File: src/rtl/instr_pkg.sv
// rtl/instr_pkg.sv - shared opcodes, field widths and instruction format enum
package instr_pkg;

  localparam int OPCODE_W = 5;
  localparam int REG_W    = 5;
  localparam int IMM_W    = 17;
  localparam int TARG_W   = 27;

  localparam logic [OPCODE_W-1:0] OP_RTYPE = 5'b00000;
  localparam logic [OPCODE_W-1:0] OP_J     = 5'b00001;
  localparam logic [OPCODE_W-1:0] OP_BNE   = 5'b00010;
  localparam logic [OPCODE_W-1:0] OP_JAL   = 5'b00011;
  localparam logic [OPCODE_W-1:0] OP_JR    = 5'b00100;
  localparam logic [OPCODE_W-1:0] OP_ADDI  = 5'b00101;
  localparam logic [OPCODE_W-1:0] OP_BLT   = 5'b00110;
  localparam logic [OPCODE_W-1:0] OP_SW    = 5'b00111;
  localparam logic [OPCODE_W-1:0] OP_LW    = 5'b01000;
  localparam logic [OPCODE_W-1:0] OP_SETX  = 5'b10101;
  localparam logic [OPCODE_W-1:0] OP_BEX   = 5'b10110;

  typedef enum logic [1:0] {
    FMT_R   = 2'd0,
    FMT_I   = 2'd1,
    FMT_JI  = 2'd2,
    FMT_JII = 2'd3
  } fmt_e;

endpackage

File: src/rtl/instr_pack.sv
// rtl/instr_pack.sv - combinational field-to-word packer (range flag under INSTR_RANGE_CHECK_EN)
module instr_pack
  import instr_pkg::*;
(
  input  logic [OPCODE_W-1:0] i_opcode,
  input  logic [REG_W-1:0]    i_rd,
  input  logic [REG_W-1:0]    i_rs,
  input  logic [REG_W-1:0]    i_rt,
  input  logic [REG_W-1:0]    i_shamt,
  input  logic [REG_W-1:0]    i_aluop,
  input  logic [31:0]         i_imm,
  input  logic [31:0]         i_target,
  output logic [31:0]         o_word,
  output fmt_e                o_fmt,
  output logic                o_illegal,
  output logic                o_range_err
);

  // Classify the opcode; unknown opcodes fall back to I-type and are flagged
  always_comb begin
    o_fmt     = FMT_I;
    o_illegal = 1'b0;
    case (i_opcode)
      OP_RTYPE:                          o_fmt = FMT_R;
      OP_BNE, OP_ADDI, OP_BLT, OP_SW,
      OP_LW:                             o_fmt = FMT_I;
      OP_J, OP_JAL, OP_SETX, OP_BEX:     o_fmt = FMT_JI;
      OP_JR:                             o_fmt = FMT_JII;
      default:                           o_illegal = 1'b1;
    endcase
  end

  // Pack fields into the 32-bit word for the selected format
  always_comb begin
    case (o_fmt)
      FMT_R:   o_word = {i_opcode, i_rd, i_rs, i_rt, i_shamt, i_aluop, 2'b00};
      FMT_JI:  o_word = {i_opcode, i_target[TARG_W-1:0]};
      FMT_JII: o_word = {i_opcode, i_rd, 22'b0};
      default: o_word = {i_opcode, i_rd, i_rs, i_imm[IMM_W-1:0]};
    endcase
  end

`ifdef INSTR_RANGE_CHECK_EN
  logic w_imm_oor;
  logic w_targ_oor;

  // A 17-bit signed immediate fits only when bits 31..16 are all sign copies
  always_comb begin
    w_imm_oor   = !((&i_imm[31:IMM_W-1]) || !(|i_imm[31:IMM_W-1]));
    w_targ_oor  = |i_target[31:TARG_W];
    o_range_err = ((o_fmt == FMT_I) && w_imm_oor) || ((o_fmt == FMT_JI) && w_targ_oor);
  end
`else
  logic w_unused_hi;

  // Upper field bits are truncated silently in this build
  always_comb begin
    o_range_err = 1'b0;
    w_unused_hi = ^{i_imm[31:IMM_W], i_target[31:TARG_W]};
  end
`endif

endmodule

File: src/rtl/instr_encode_writer.sv
// rtl/instr_encode_writer.sv - field bundle encoder streaming words into imem (option INSTR_RANGE_CHECK_EN)
module instr_encode_writer
  import instr_pkg::*;
#(
  parameter int                ADDR_W    = 12,
  parameter logic [ADDR_W-1:0] BASE_ADDR = '0
) (
  input  logic                i_clock,
  input  logic                i_reset,
  input  logic                i_start,
  input  logic                i_in_valid,
  output logic                o_in_ready,
  input  logic                i_in_last,
  input  logic [OPCODE_W-1:0] i_opcode,
  input  logic [REG_W-1:0]    i_rd,
  input  logic [REG_W-1:0]    i_rs,
  input  logic [REG_W-1:0]    i_rt,
  input  logic [REG_W-1:0]    i_shamt,
  input  logic [REG_W-1:0]    i_aluop,
  input  logic [31:0]         i_imm,
  input  logic [31:0]         i_target,
  output logic                o_imem_wren,
  output logic [ADDR_W-1:0]   o_imem_addr,
  output logic [31:0]         o_imem_data,
  output logic [ADDR_W:0]     o_word_count,
  output logic                o_busy,
  output logic                o_done,
  output logic                o_err
);

  typedef enum logic [1:0] {
    S_IDLE   = 2'd0,
    S_ACCEPT = 2'd1,
    S_WRITE  = 2'd2,
    S_DONE   = 2'd3
  } state_e;

  localparam logic [ADDR_W:0] CAPACITY = {1'b1, {ADDR_W{1'b0}}};

  state_e              r_state;
  state_e              w_state_next;
  logic [ADDR_W-1:0]   r_addr_cnt;
  logic [ADDR_W-1:0]   r_imem_addr;
  logic [31:0]         r_imem_data;
  logic [ADDR_W:0]     r_count;
  logic                r_err;
  logic                r_last;

  logic                w_in_ready;
  logic                w_wren;
  logic                w_busy;
  logic                w_done;
  logic                w_transfer;
  logic [ADDR_W:0]     w_count_inc;
  logic                w_cap_hit;
  logic [31:0]         w_word;
  fmt_e                w_unused_fmt;
  logic                w_illegal;
  logic                w_range_err;

  instr_pack u_pack (
    .i_opcode    (i_opcode),
    .i_rd        (i_rd),
    .i_rs        (i_rs),
    .i_rt        (i_rt),
    .i_shamt     (i_shamt),
    .i_aluop     (i_aluop),
    .i_imm       (i_imm),
    .i_target    (i_target),
    .o_word      (w_word),
    .o_fmt       (w_unused_fmt),
    .o_illegal   (w_illegal),
    .o_range_err (w_range_err)
  );

  assign w_transfer  = w_in_ready && i_in_valid;
  assign w_count_inc = r_count + 1'b1;
  assign w_cap_hit   = (w_count_inc == CAPACITY);

  // State register
  always_ff @(posedge i_clock) begin
    if (i_reset) begin
      r_state <= S_IDLE;
    end else begin
      r_state <= w_state_next;
    end
  end

  // Next-state and per-state handshake/strobe outputs
  always_comb begin
    w_state_next = r_state;
    w_in_ready   = 1'b0;
    w_wren       = 1'b0;
    w_busy       = 1'b0;
    w_done       = 1'b0;
    case (r_state)
      S_IDLE: begin
        if (i_start) w_state_next = S_ACCEPT;
      end
      S_ACCEPT: begin
        w_in_ready = 1'b1;
        w_busy     = 1'b1;
        if (i_in_valid) w_state_next = S_WRITE;
      end
      S_WRITE: begin
        w_wren = 1'b1;
        w_busy = 1'b1;
        if (r_last || w_cap_hit) w_state_next = S_DONE;
        else                     w_state_next = S_ACCEPT;
      end
      S_DONE: begin
        w_done       = 1'b1;
        w_busy       = 1'b1;
        w_state_next = S_IDLE;
      end
      default: w_state_next = S_IDLE;
    endcase
  end

  // Session counters, captured word/address and sticky error
  always_ff @(posedge i_clock) begin
    if (i_reset) begin
      r_addr_cnt  <= '0;
      r_imem_addr <= '0;
      r_imem_data <= '0;
      r_count     <= '0;
      r_err       <= 1'b0;
      r_last      <= 1'b0;
    end else begin
      if ((r_state == S_IDLE) && i_start) begin
        r_addr_cnt <= BASE_ADDR;
        r_count    <= '0;
        r_err      <= 1'b0;
      end
      if (w_transfer) begin
        r_imem_addr <= r_addr_cnt;
        r_imem_data <= w_word;
        r_last      <= i_in_last;
        if (w_illegal || w_range_err) r_err <= 1'b1;
      end
      if (r_state == S_WRITE) begin
        r_addr_cnt <= r_addr_cnt + 1'b1;
        r_count    <= w_count_inc;
        if (w_cap_hit && !r_last) r_err <= 1'b1;
      end
    end
  end

  // A reset arriving during WRITE drops the in-flight word rather than committing it
  assign o_imem_wren  = w_wren && !i_reset;
  assign o_in_ready   = w_in_ready;
  assign o_imem_addr  = r_imem_addr;
  assign o_imem_data  = r_imem_data;
  assign o_word_count = r_count;
  assign o_busy       = w_busy;
  assign o_done       = w_done;
  assign o_err        = r_err;

endmodule
File: config.mk
export PLATFORM = sky130hd
export DESIGN_NAME = instr_encode_writer
export DESIGN_NICKNAME = d
export VERILOG_FILES = /design/src/rtl/instr_pkg.sv /design/src/rtl/instr_pack.sv /design/src/rtl/instr_encode_writer.sv
export SDC_FILE = /design/constraint.sdc
export NUM_CORES = 1
export LEC_CHECK = 0
export BUFFER_PORTS_ARGS = -buffer_cell sky130_fd_sc_hd__buf_2
export CORE_AREA = 2 2 113 115
export CTS_BUF_LIST = sky130_fd_sc_hd__clkbuf_8
export DETAILED_ROUTE_END_ITERATION = 8
export DIE_AREA = 0 0 115 117
export PLACE_DENSITY = 0.56
export REMOVE_ABC_BUFFERS = 1
export SLEW_MARGIN = 30
export SYNTH_ARGS = -nofsm -noshare
export SYNTH_HDL_FRONTEND = slang
export SYNTH_SLANG_ARGS = --single-unit
File: constraint.sdc
create_clock -name i_clock -period 1.8 [get_ports i_clock]
set_input_delay 0 -clock i_clock [delete_from_list [all_inputs] [get_ports i_clock]]
set_output_delay 0 -clock i_clock [all_outputs]
set_load 0.05 [all_outputs]
==> results.cfg <==
[run_status]
status = complete, no violations

[yosys]
netlist_area_sq_um = 3610
synth_edf_count = 0
synth_warnings = 0
synthArstFlopShare_pct = 0
ys.flop_type = dfxtp_1
synthTopCellsByArea = dfxtp_1 (41%), a21oi_1 (7.2%), nand2_1 (5.6%)
avgSynthCellArea_sq_um = 8.05
synth-seq-cells = 73
ys_seq_area_share_pct = 40.5
syn-instance-count = 448
synth_cell_types = 48
yosys.area.top_type = dfxtp_1
synth_top_area_share_pct = 40.5

[timing]
finalHoldViolCount = 0
rsz0062_at_grt = false
worst_slew_pin_slew_ns = 0.487
final.min_clock_period_ns = 1.69
relSlewSlack_pct = 67.4
setup_slack_ns = 0.109
setup_viol = 0
skew_ns = 0.0158
maxClockFrequency_mhz = 592
fin_tns_setup_ns = 0
slew_violations = 0
fin_crit_sh_pct = 93.9

[global_routing]
grt_max_degree = 41
grt_pass1_vias = 3712
antenna_found_initial = 0
grt_usage_pct = 16.9
overflow = 0
grt_pass1_wl_microns = 18100

[finish]
n_antenna_cell = 0
final_common_cell = buf_2
design_area_sq_um = 5210
finalNetCount = 724
fill_cells = 1282
multi_input_area_sq_um = 1910
synthToLayoutAreaGrowth_pct = 44.4
most-common-layout-cells = buf_2 (140), dfxtp_1 (69), nand2_1 (54)
final_layout_size_suffix_gt1_share_pct = 31.7
seq_area_sq_um = 1470

[placed_design]
place_hpwl_microns = 8090
dp_slack_ns = 0.0708
place.gp.congestion = 0.815
placed_area_sq_um = 4480
io_buffers = 140

[cts]
clk_latency_ns = 0.35
cts.sinks = 73
root_buffer = clkbuf_8
cts_buffer_depth = 2
cts_tree = built
cts_max_level = 3
numCtsBuffers = 9
clkTransAtPathRegs_ns = 0.08

[setup_path]
worst-path-buf-inv = 3
path_max_fanout = 20
r2r_slack_ns = 0.12
cp.required_ns = 2.05
arrival_ns = 1.94
critical_path_depth = 8
crit_type = input port to register
rr_worst_depth = 5
path_cells = dlygate4sd3_1 -> buf_2 -> and3b_1 -> o21ai_2 -> a21o_1 -> buf_4 -> o21ai_0 -> a221oi_2
endpoint_kind = register
slowest_delay_ns = 0.54
slowest_stage = dlygate4sd3_1
startpoint_type = input port
cp_top_family = buffers and inverters

[worst_hold_path]
min_path_type = input port to register
min_path_cells = 3

[power_and_ir_drop]
ir_drop_v = 0.000301
leakage_nw = 2.28
powerDensity_nw_per_um2 = 765
total_power_w = 0.00398

[floorplanning]
core_sq_um = 12300
start_util_pct = 29.3
rows = 41
dieArea_sq_um = 13500
die_h_microns = 117
io_pins = 161
die_w_microns = 115

[detailed_routing]
via_per_inst = 5.10
drc_errors = 0
drt_iter0_markers = 164
detail-route-antenna-nets = 0
routedWlPerCell_microns = 15.0
dr.pass1.iters = 4
drt-total-wl_microns = 11700
num_vias = 3967

[run]
maxCapViolCount = 0
-- layer usage --
metal,global-route usage [%],share of wire (%),up-vias
li1,-,-,1959
met5,0,0,-
met4,5.78,1.4,0
met1,20.2,45,1872
met2,28.8,47,128
met3,5.30,7.6,8
-- synthesized netlist by cell type, types with 2 or more instances --
cell type and instances:
dfxtp_1 73, nand2_1 54, a21oi_1 52, nor2_1 41, o21ai_0 29, clkbuf_1 26, inv_1 17, o21bai_1 15
a221oi_1 12, nor3_1 12, a221oi_2 10, nand3_1 10, a211oi_1 9, buf_2 9, a311oi_1 7, nand3b_1 6
a31oi_1 5, mux2i_1 5, nand4_1 5, nor4_1 5, nor2b_1 4, and2_1 3, buf_6 3, mux2_2 3
xnor2_1 3, buf_1 2, ha_1 2, nand2b_1 2, nand4b_1 2, nor3b_1 2, or2_2 2, or3_1 2
-- report_power, final --
| part | internal, W | switching (W) |
|---|---|---|
| sequential | 0.00166 | 0.0000288 |
| combinational | 0.000274 | 0.000444 |
| clock | 0.000921 | 0.000653 |
-- path summary, 6_finish.rpt --
| kind | from | end |
|---|---|---|
| setup / recovery | i_opcode[4] | o_imem_data[9]$_SDFFE_PP0P_ |
| hold reg to reg | o_imem_addr[2]$_SDFFE_PP0P_ | o_imem_addr[2]$_SDFFE_PP0P_ |
| hold / removal | i_rs[3] | o_imem_data[20]$_SDFFE_PP0P_ |
| setup reg to reg | o_word_count[6]$_SDFFE_PP0P_ | o_err$_SDFF_PP0_ |
-- metrics by stage --
step | util, % | cells | hold slack (ns)
5_1_grt | 42.3 | 778 | 0.00556
2_1_floorplan | - | 408 | 0.0691
4_1_cts | 42.1 | 778 | 0.00153
3_3_place_gp | 36.4 | 715 | 0.255
3_5_place_dp | 36.4 | 715 | 0.262
6_report | 42.3 | 778 | 0.00935
-- worst min-delay path: cells and delay by family --
family | cells | cell delay [ns]
buf+inv | 1 | 0.08
simple gates | 1 | 0.16
compound gates | 1 | 0.07
-- area by class of cell --
class                   instances  share of cell area, %
well taps                     150                   3.60
inverters                      17                   1.23
clock buffers                   9                   2.38
multi-input cells             318                   36.7
repair buffers                204                   25.7
flip-flops and latches         73                   28.2
clock inverters                 7                   2.23
-- registers in the layout, indices dropped and copies added, names as in the netlist --
| signal | cells |
|---|---|
| o_err | 1 |
| o_imem_addr | 12 |
| o_imem_data | 32 |
| o_word_count | 13 |
| r_addr_cnt | 12 |
| r_last | 1 |
| r_state | 2 |
-- cell families after synthesis --
family	Yosys count	synth area share [%]
simple gates	157	20.7
compound gates	148	28.1
flops	73	40.5
buf+inv	57	6.87
mux	8	2.32
xor+xnor	3	0.729
fa+ha+maj	2	0.694
-- repair_timing --
action / CTS / global route
endpoints found under the setup margin: 0 / 4
hold buffers: 47 / 0
setup buffers: 0 / 0
endpoints found under the hold margin: 31 / 0
gates resized for setup: 0 / 7
Power figures use the tool's default switching activity.
